===== config.mk =====
export PLATFORM = sky130hd
export DESIGN_NAME = approx_mult_accumulator
export DESIGN_NICKNAME = d
export VERILOG_FILES = /design/src/rtl/approx_mult_accumulator.sv
export SDC_FILE = /design/constraint.sdc
export NUM_CORES = 1
export LEC_CHECK = 0
export ABC_AREA = 1
export CAP_MARGIN = 10
export CELL_PAD_IN_SITES_DETAIL_PLACEMENT = 0
export CELL_PAD_IN_SITES_GLOBAL_PLACEMENT = 1
export CORE_MARGIN = 2
export CORE_UTILIZATION = 41
export DETAILED_ROUTE_END_ITERATION = 12
export GPL_ROUTABILITY_DRIVEN = 0
export PLACE_DENSITY_LB_ADDON = 0.1
export SLEW_MARGIN = 15
export SYNTH_ARGS = -nofsm -noshare
export SYNTH_HDL_FRONTEND = slang
export SYNTH_SLANG_ARGS = --single-unit
export TNS_END_PERCENT = 5

===== constraint.sdc =====
create_clock -name clk -period 4.9 [get_ports clk]
set_input_delay 0.49 -clock clk [delete_from_list [all_inputs] [get_ports clk]]
set_output_delay 0.49 -clock clk [all_outputs]
set_load 0.01 [all_outputs]

===== src/rtl/approx_mult_accumulator.sv =====
// ============================================================================
// approx_mult_accumulator
//
// Packet accumulator for the 8-bit products of the 4x4 approximate compressor
// multiplier. Products arrive as a valid/ready stream and are summed into
// packet totals (dot products). A packet closes on in_last or after MAX_TERMS
// accepted terms. Each total is then presented, with its term count and an
// overflow flag, on a valid/ready output.
//
// Handshake semantics (both ports): a transfer happens on a rising clk edge
// where valid && ready are both high. The source holds its payload stable
// while valid is high and ready is low. This block never makes in_ready
// depend on in_valid, and never makes out_valid depend on out_ready.
//
// Parameters
//   PROD_W     product width (8)
//   ACC_W      accumulator / out_data width (16), must be >= PROD_W
//   MAX_TERMS  forced packet close after this many terms (16), must be >= 1
//   CNT_W      width of out_count, $clog2(MAX_TERMS+1)
//
// Ports
//   clk        single clock, rising edge
//   rst        synchronous reset, active-high
//   in_valid   product beat valid
//   in_ready   block can accept a beat (low during rst, HOLD and bubble)
//   in_data    unsigned product
//   in_last    final beat of the current packet
//   out_valid  packet sum valid
//   out_ready  downstream accepts the sum
//   out_data   packet sum
//   out_count  number of terms in the sum
//   out_ovf    sum exceeded 2^ACC_W-1 at some beat of the packet
//   dbg_state  current FSM state (0 = ACCUM, 1 = HOLD)
//
// Build option
//   APPROX_ACC_SATURATE_EN  defined: on carry out the accumulator clamps to
//                           2^ACC_W-1 for the rest of the packet.
//                           undefined: modulo 2^ACC_W wrap-around.
//   out_ovf reports overflow in both builds.
// ============================================================================
module approx_mult_accumulator #(
    parameter int PROD_W    = 8,
    parameter int ACC_W     = 16,
    parameter int MAX_TERMS = 16,
    parameter int CNT_W     = $clog2(MAX_TERMS + 1)
) (
    input  logic              clk,
    input  logic              rst,
    input  logic              in_valid,
    output logic              in_ready,
    input  logic [PROD_W-1:0] in_data,
    input  logic              in_last,
    output logic              out_valid,
    input  logic              out_ready,
    output logic [ACC_W-1:0]  out_data,
    output logic [CNT_W-1:0]  out_count,
    output logic              out_ovf,
    output logic              dbg_state
);

    typedef enum logic {
        S_ACCUM = 1'b0,
        S_HOLD  = 1'b1
    } state_t;

    state_t             r_state;
    logic [ACC_W-1:0]   r_acc;
    logic [CNT_W-1:0]   r_cnt;
    logic               r_ovf;
    logic               r_in_ready;
    logic               r_out_valid;
    logic [ACC_W-1:0]   r_out_data;
    logic [CNT_W-1:0]   r_out_count;
    logic               r_out_ovf;

    logic               w_accept;
    logic [ACC_W:0]     w_ext;
    logic [ACC_W:0]     w_sum;
    logic [CNT_W-1:0]   w_cnt_next;
    logic               w_close;
    logic               w_ovf_next;
    logic [ACC_W-1:0]   w_acc_next;

    // r_in_ready is the registered "ACCUM and not in the post-HOLD bubble"
    // flag; rst masks it combinationally so in_ready is low during reset.
    assign in_ready   = r_in_ready && !rst;
    assign w_accept   = in_valid && in_ready;

    // Zero-extend to ACC_W+1 so bit ACC_W of the sum is the carry out.
    assign w_ext      = {{(ACC_W + 1 - PROD_W){1'b0}}, in_data};
    assign w_sum      = {1'b0, r_acc} + w_ext;
    assign w_cnt_next = r_cnt + 1'b1;
    assign w_close    = w_accept && (in_last || (w_cnt_next == CNT_W'(MAX_TERMS)));
    assign w_ovf_next = r_ovf | w_sum[ACC_W];

`ifdef APPROX_ACC_SATURATE_EN
    // Once any carry has occurred in this packet the total stays clamped.
    assign w_acc_next = w_ovf_next ? {ACC_W{1'b1}} : w_sum[ACC_W-1:0];
`else
    assign w_acc_next = w_sum[ACC_W-1:0];
`endif

    always_ff @(posedge clk) begin
        if (rst) begin
            r_state     <= S_ACCUM;
            r_acc       <= '0;
            r_cnt       <= '0;
            r_ovf       <= 1'b0;
            r_in_ready  <= 1'b1;
            r_out_valid <= 1'b0;
            r_out_data  <= '0;
            r_out_count <= '0;
            r_out_ovf   <= 1'b0;
        end else begin
            case (r_state)
                S_ACCUM: begin
                    r_in_ready <= 1'b1;
                    if (w_close) begin
                        r_out_data  <= w_acc_next;
                        r_out_count <= w_cnt_next;
                        r_out_ovf   <= w_ovf_next;
                        r_out_valid <= 1'b1;
                        r_acc       <= '0;
                        r_cnt       <= '0;
                        r_ovf       <= 1'b0;
                        r_in_ready  <= 1'b0;
                        r_state     <= S_HOLD;
                    end else if (w_accept) begin
                        r_acc <= w_acc_next;
                        r_cnt <= w_cnt_next;
                        r_ovf <= w_ovf_next;
                    end
                end
                S_HOLD: begin
                    // r_in_ready stays low here, so the cycle after the
                    // output handshake is a bubble with in_ready=0.
                    if (out_ready) begin
                        r_out_valid <= 1'b0;
                        r_state     <= S_ACCUM;
                    end
                end
                default: begin
                    r_state <= S_ACCUM;
                end
            endcase
        end
    end

    assign out_valid = r_out_valid;
    assign out_data  = r_out_data;
    assign out_count = r_out_count;
    assign out_ovf   = r_out_ovf;
    assign dbg_state = r_state;

endmodule


==> results of run 1 <==
layout make-up:
cell class	instances	area, um^2	share of cell area [%]
clock buffers	6	72.6	2.40
clock inverters	2	12.5	0.415
inverters	42	161	5.35
multi-input cells	272	1360	45.0
flip-flops and latches	47	941	31.2
well taps	75	93.8	3.11
repair buffers	38	378	12.5
placed cells by master (no fill, tap or decap), drive strengths merged, types with 6 or more instances in the layout:
cell,count
dfxtp,47
nand2,132
clkbuf,6
ha,10
inv,40
nand3,28
o21ai,6
clkdlybuf4s50,37
a21oi,39
nor2,34
xor2,6
through the flow:
step / instance area, um^2 / util, % / instances / setup slack [ns] / total power [mW]
2_1_floorplan: 2540 / - / 374 / 3.02 / 0.477
3_5_place_dp: 2930 / 49.2 / 474 / 1.98 / 0.519
5_1_grt: 3020 / 50.7 / 482 / 2.13 / 0.780
4_1_cts: 3020 / 50.7 / 482 / 2.31 / 0.750
6_report: 3020 / 50.7 / 482 / 2.32 / 0.740
3_3_place_gp: 2930 / 49.2 / 474 / 2.03 / 0.517
cells by family (layout without fill, tap and decap cells):
family	count (synthesis)	in the layout	share of synthesized area (%)
flops	47	47	37.0
compound gates	50	50	10.3
xor+xnor	7	7	2.41
simple gates	204	204	35.0
fa+ha+maj	11	11	5.71
buf+inv	55	88	9.55
routing by layer:
metal  part of all wire [%]  wire, um  up-vias
met5                      0         0        -
met4                    1.5        91        0
met1                     51      3010      978
met3                    3.8       225        7
li1                       -         -     1243
met2                     43      2550       43
worst max-delay path by stage:
stage / start / endpoint / slack (ns) / cells after the start
2_1_floorplan: in_data[0] / r_acc[12]$_SDFFE_PP0P_ / 3.02 / 12
3_3_place_gp: rst / out_data[6]$_SDFFE_PP0P_ / 2.03 / 9
3_5_place_dp: rst / out_data[6]$_SDFFE_PP0P_ / 1.98 / 9
4_1_cts: rst / out_data[6]$_SDFFE_PP0P_ / 2.31 / 9
5_1_grt: rst / out_data[6]$_SDFFE_PP0P_ / 2.13 / 9
6_report: rst / out_data[6]$_SDFFE_PP0P_ / 2.32 / 9
sequential cells by signal, indices dropped and copies added, names as in the netlist:
| name | count |
|---|---|
| r_acc | 16 |
| r_ovf | 1 |
| out_valid | 1 |
| r_in_ready | 1 |
| out_count | 5 |
| out_ovf | 1 |
| dbg_state | 1 |
| out_data | 16 |
| r_cnt | 5 |
report_power, final:
part | total [mW] | internal, mW | switching (mW)
Clock | 0.232 | 0.0999 | 0.132
Combinational | 0.108 | 0.0460 | 0.0618
Sequential | 0.400 | 0.393 | 0.00703
Total | 0.740 | 0.539 | 0.200
worst register-to-register path: stages, from the launching register on:
cell,delay (ns)
dfxtp_1,0.32
inv_1,0.06
nor2_4,0.11
nand3_2,0.43
clkinv_2,0.40
nand2_4,0.26
o21ai_0,0.24
inv_1,0.05
nor2_1,0.07
==> impl_metrics.json, run 1 <==
{
  "min_period_over_period_pct": 52.7,
  "initial_core_util_pct": 42.7,
  "die-height_um": 82.7,
  "synth-seq-cells": 47,
  "power.leakage_nw": 1.32,
  "finalHoldViolations": 0,
  "netlist_area_mm2": 0.00254,
  "post_cts_resized": 0,
  "cts_buffer_depth": 2,
  "antennaDiodeCount": 0,
  "postCtsSetupBuffers": 0,
  "io_buffer_count": 37,
  "cp-start-kind": "input port",
  "crit_family": "buffers and inverters",
  "met1_usage_pct": 26.1,
  "finalWirelength_um": 5880,
  "syn_inst": 374,
  "clock_skew_ns": 0.00892,
  "worstPathRequired_ns": 5.09,
  "vias": 2271,
  "r2r_end": "out_data[6]$_SDFFE_PP0P_",
  "globalRouteTotalUtil_pct": 18.9,
  "drive_gt1_share_pct": 4.91,
  "hold_depth": 2,
  "min_from": "r_ovf$_SDFFE_PP0P_",
  "std_cell_rows": 28,
  "slew_headroom_pct": 64.0,
  "fill_cells": 647,
  "critical_path_class": "input port to flip-flop",
  "r2r_slack_ns": 2.89,
  "io_pins": 38,
  "grt_overflow_total": 0,
  "grt_pass1_vias": 2035,
  "synth_top_area_cell": "dfxtp_1",
  "slowest_stage": "clkdlybuf4s50_1",
  "worstMarginPinSlew_ns": 0.539,
  "slowest_delay_ns": 0.45,
  "grt_max_degree": 35,
  "maxSlewViolCount": 0,
  "htree_levels": 2,
  "r2r-start": "r_in_ready$_SDFFE_PP1N_",
  "clock-sinks": 47,
  "hold_buffers": 0,
  "cts_tree": "built",
  "die-area_mm2": 0.00685,
  "synth-edff-count": 0,
  "synth_top_cell_area_share_pct": 37.0,
  "syn_avg_cell_area_um2": 6.80,
  "busiest_layer": "met2",
  "synth_fp_nets": 398,
  "grt_pass1_wl_um": 9760,
  "hold_path_end": "r_ovf$_SDFFE_PP0P_",
  "cp_max_fo": 34,
  "antenna_found_initial": 0,
  "cp.arrival_ns": 2.77,
  "vdd_drop_max_mv": 0.138,
  "routed_via_density": 4.71,
  "ant_nets": 0,
  "synthTopCellsByArea": "dfxtp_1 37%, nand2_1 19%, a21oi_1 7.7%",
  "min-delay-path-class": "flip-flop to flip-flop",
  "crit_chain": "clkdlybuf4s50_1, buf_4, nor2_4, nand3_2, clkinv_2, nand2_4, o21ai_0, inv_1, nor2_1",
  "die_w_um": 82.7,
  "worstPathBufferInverterCount": 4,
  "root_buffer": "clkbuf_8",
  "yosys-top-cells-count": "129 x nand2_1, 47 x dfxtp_1, 39 x a21oi_1, 39 x inv_1, 31 x nor2_1",
  "ys_seq_area_share_pct": 37.0,
  "rsz0062_at_grt": "false",
  "grtUsageMet2_pct": 29.0,
  "gr-usage-met3_pct": 3.70,
  "drc_errors": 0,
  "dpl.hpwl_um": 4270,
  "drtIter0Drc": 115,
  "area_growth_pct": 18.7,
  "status": "complete, no violations",
  "p_per_area_mw_per_mm2": 245,
  "clock_latency_ns": 0.31,
  "core_area_mm2": 0.00596,
  "ys_async_sr_fraction_pct": 0,
  "setup_tns_ns": 0,
  "final_nets": 430,
  "setup_viol": 0,
  "numCtsBuffers": 5,
  "whs_ns": 0.462,
  "dr.pass1.iters": 4,
  "ys_types": 36,
  "clk_pin_slew_ns": 0.09,
  "r2r_cells": 8,
  "maxCapViolCount": 0,
  "ys.flop_type": "dfxtp_1",
  "yosysWarnings": 0,
  "wl_per_cell_um": 12.2,
  "fin_crit_ns": 2.58,
  "yosysMostFrequentCell": "nand2_1",
  "max_freq_mhz": 387,
  "end_kind": "flip-flop"
}
(Power assumes the default switching activity.)
==> inputs of run 2 (changes only) <==
--- a/config.mk
+++ b/config.mk
@@ -10,7 +10,7 @@
 export CELL_PAD_IN_SITES_DETAIL_PLACEMENT = 0
 export CELL_PAD_IN_SITES_GLOBAL_PLACEMENT = 1
 export CORE_MARGIN = 2
-export CORE_UTILIZATION = 41
+export CORE_UTILIZATION = 38
 export DETAILED_ROUTE_END_ITERATION = 12
 export GPL_ROUTABILITY_DRIVEN = 0
 export PLACE_DENSITY_LB_ADDON = 0.1
==> constraint.sdc (replaced) <==
create_clock -name clk -period 2.6 [get_ports clk]
set_input_delay 0.26 -clock clk [delete_from_list [all_inputs] [get_ports clk]]
set_output_delay 0.26 -clock clk [all_outputs]
set_load 0.01 [all_outputs]
==> run 2 against run 1 <==
Compared with the run above:
- the run now ends with design-rule violations left
- die area up 7.5%
- sequential share of layout area about the same
- sequential power up 88%
- final cell count up 0.21%
- largest cell class unchanged
- critical endpoint is now r_acc[12]$_SDFFE_PP0P_
- combinational power up 91%
==> impl_metrics.json, run 2 (same netlist as run 1, synthesis figures left out) <==
{
  "dpl.hpwl_um": 4330,
  "worstMarginPinSlew_ns": 0.483,
  "post-place-ws_ns": 0.354,
  "numCtsBuffers": 5,
  "end_kind": "flip-flop",
  "cp.arrival_ns": 2.16,
  "io_buffer_count": 37,
  "finalWirelength_um": 6060,
  "fin_crit_ns": 1.93,
  "area_growth_pct": 18.6,
  "dr.pass1.iters": 9,
  "core_area_mm2": 0.00642,
  "antenna_found_initial": 0,
  "wl_per_cell_um": 12.5,
  "min_period_over_period_pct": 74.3,
  "max_freq_mhz": 518,
  "cts_tree": "built",
  "crit_chain": "clkdlybuf4s50_1, ha_1, fa_1, nand2_1, nand2_1, and2_1, nand2_1, nand2_1, nand2_1, nand2_1, nand2_1, nand2_1, a21oi_1",
  "post_cts_resized": 0,
  "final_nets": 431,
  "root_buffer": "clkbuf_8",
  "cts_buffer_depth": 2,
  "min-delay-path-class": "flip-flop to flip-flop",
  "drive_gt1_share_pct": 4.68,
  "htree_levels": 2,
  "antennaDiodeCount": 0,
  "p_per_area_mw_per_mm2": 456,
  "grt_max_degree": 34,
  "status": "complete, but fails checks",
  "cp_max_fo": 3,
  "final_common_cell": "nand2_1",
  "die-height_um": 85.8,
  "grt_overflow_total": 0,
  "path_common_cell": "nand2_1",
  "violations": "design-rule violations",
  "maxSlewViolCount": 0,
  "globalRouteTotalUtil_pct": 17.5,
  "ant_nets": 0,
  "maxCapViolCount": 0,
  "clk_pin_slew_ns": 0.08,
  "hold_buffers": 0,
  "std_cell_rows": 29,
  "io_pins": 38,
  "vdd_drop_max_mv": 0.211,
  "finalHoldViolations": 0,
  "setup_tns_ns": 0,
  "setup_viol": 0,
  "layout_common_cells": "129 x nand2_1, 47 x dfxtp_1, 39 x inv_1, 39 x a21oi_1, 37 x clkdlybuf4s50_1",
  "drc_errors": 3,
  "slowest_stage": "clkdlybuf4s50_1",
  "worstPathRequired_ns": 2.82,
  "drtIter0Drc": 105,
  "slowest_delay_ns": 0.40,
  "die-area_mm2": 0.00736,
  "clock_skew_ns": 0.00861,
  "die_w_um": 85.8,
  "routed_via_density": 4.75,
  "initial_core_util_pct": 39.6,
  "worstPathBufferInverterCount": 1,
  "crit_family": "simple AND/OR/NAND/NOR gates",
  "grt_pass1_wl_um": 10200,
  "cp-start-kind": "input port",
  "vias": 2294,
  "rsz0062_at_grt": "false",
  "setup_ws_ns": 0.668,
  "slew_headroom_pct": 67.7,
  "critical_path_class": "input port to flip-flop",
  "grt_pass1_vias": 2186,
  "power.leakage_nw": 1.32,
  "clock-sinks": 47,
  "clock_latency_ns": 0.30,
  "postCtsSetupBuffers": 0
}
## run 2: final cells by class
cell class | instances | area (um^2)
fill | 679 | 3410
multi-input combinational | 272 | 1360
sequential | 47 | 941
timing repair buffer | 39 | 385
inverter | 42 | 161
tap | 77 | 96.3
clock buffer | 6 | 72.6
## run 2: path summary, 6_finish.rpt
path | depth (start not counted) | slack, ns | start | to
setup / recovery | 13 | 0.67 | in_data[0] | r_acc[12]$_SDFFE_PP0P_
hold / removal | 2 | 0.46 | out_valid$_SDFFE_PP0P_ | out_valid$_SDFFE_PP0P_
setup reg to reg | 11 | 0.68 | r_cnt[0]$_SDFFE_PP0P_ | out_data[6]$_SDFFE_PP0P_
hold reg to reg | 2 | 0.46 | out_valid$_SDFFE_PP0P_ | out_valid$_SDFFE_PP0P_
## run 2: power by group
group,switching [mW],internal (mW),leakage [nW],total [mW]
Combinational,0.118,0.0883,0.897,0.206
Sequential,0.0123,0.741,0.381,0.753
Clock,0.234,0.180,0.0371,0.414
## run 2: stage by stage
| step | hold WS, ns | power (mW) | instances | cell area, um^2 | util (%) |
|---|---|---|---|---|---|
| 2_1_floorplan | 0.437 | 0.899 | 374 | 2540 | - |
| 3_3_place_gp | 0.449 | 0.980 | 477 | 2940 | 45.8 |
| 3_5_place_dp | 0.455 | 0.979 | 477 | 2940 | 45.8 |
| 4_1_cts | 0.468 | 1.39 | 483 | 3020 | 47.0 |
| 5_1_grt | 0.487 | 1.44 | 483 | 3020 | 47.0 |
| 6_report | 0.463 | 1.37 | 483 | 3020 | 47.0 |
## run 2: routing by layer
layer	GRT usage [%]	routed length, um	vias to the layer above
li1	-	-	1244
met3	2.98	148	10
met1	23.6	3080	1006
met4	7.22	143	0
met2	27.8	2690	34
met5	0	0	-
## run 2: worst reg2reg max path: stages (launching register included)
cell,delay (ns)
dfxtp_1,0.36
ha_1,0.22
nand2_1,0.09
clkinv_1,0.09
nor2_2,0.16
nor2_2,0.07
nand3_4,0.10
nand2_4,0.14
nand2_4,0.32
o21ai_0,0.16
inv_1,0.06
nor2_1,0.03
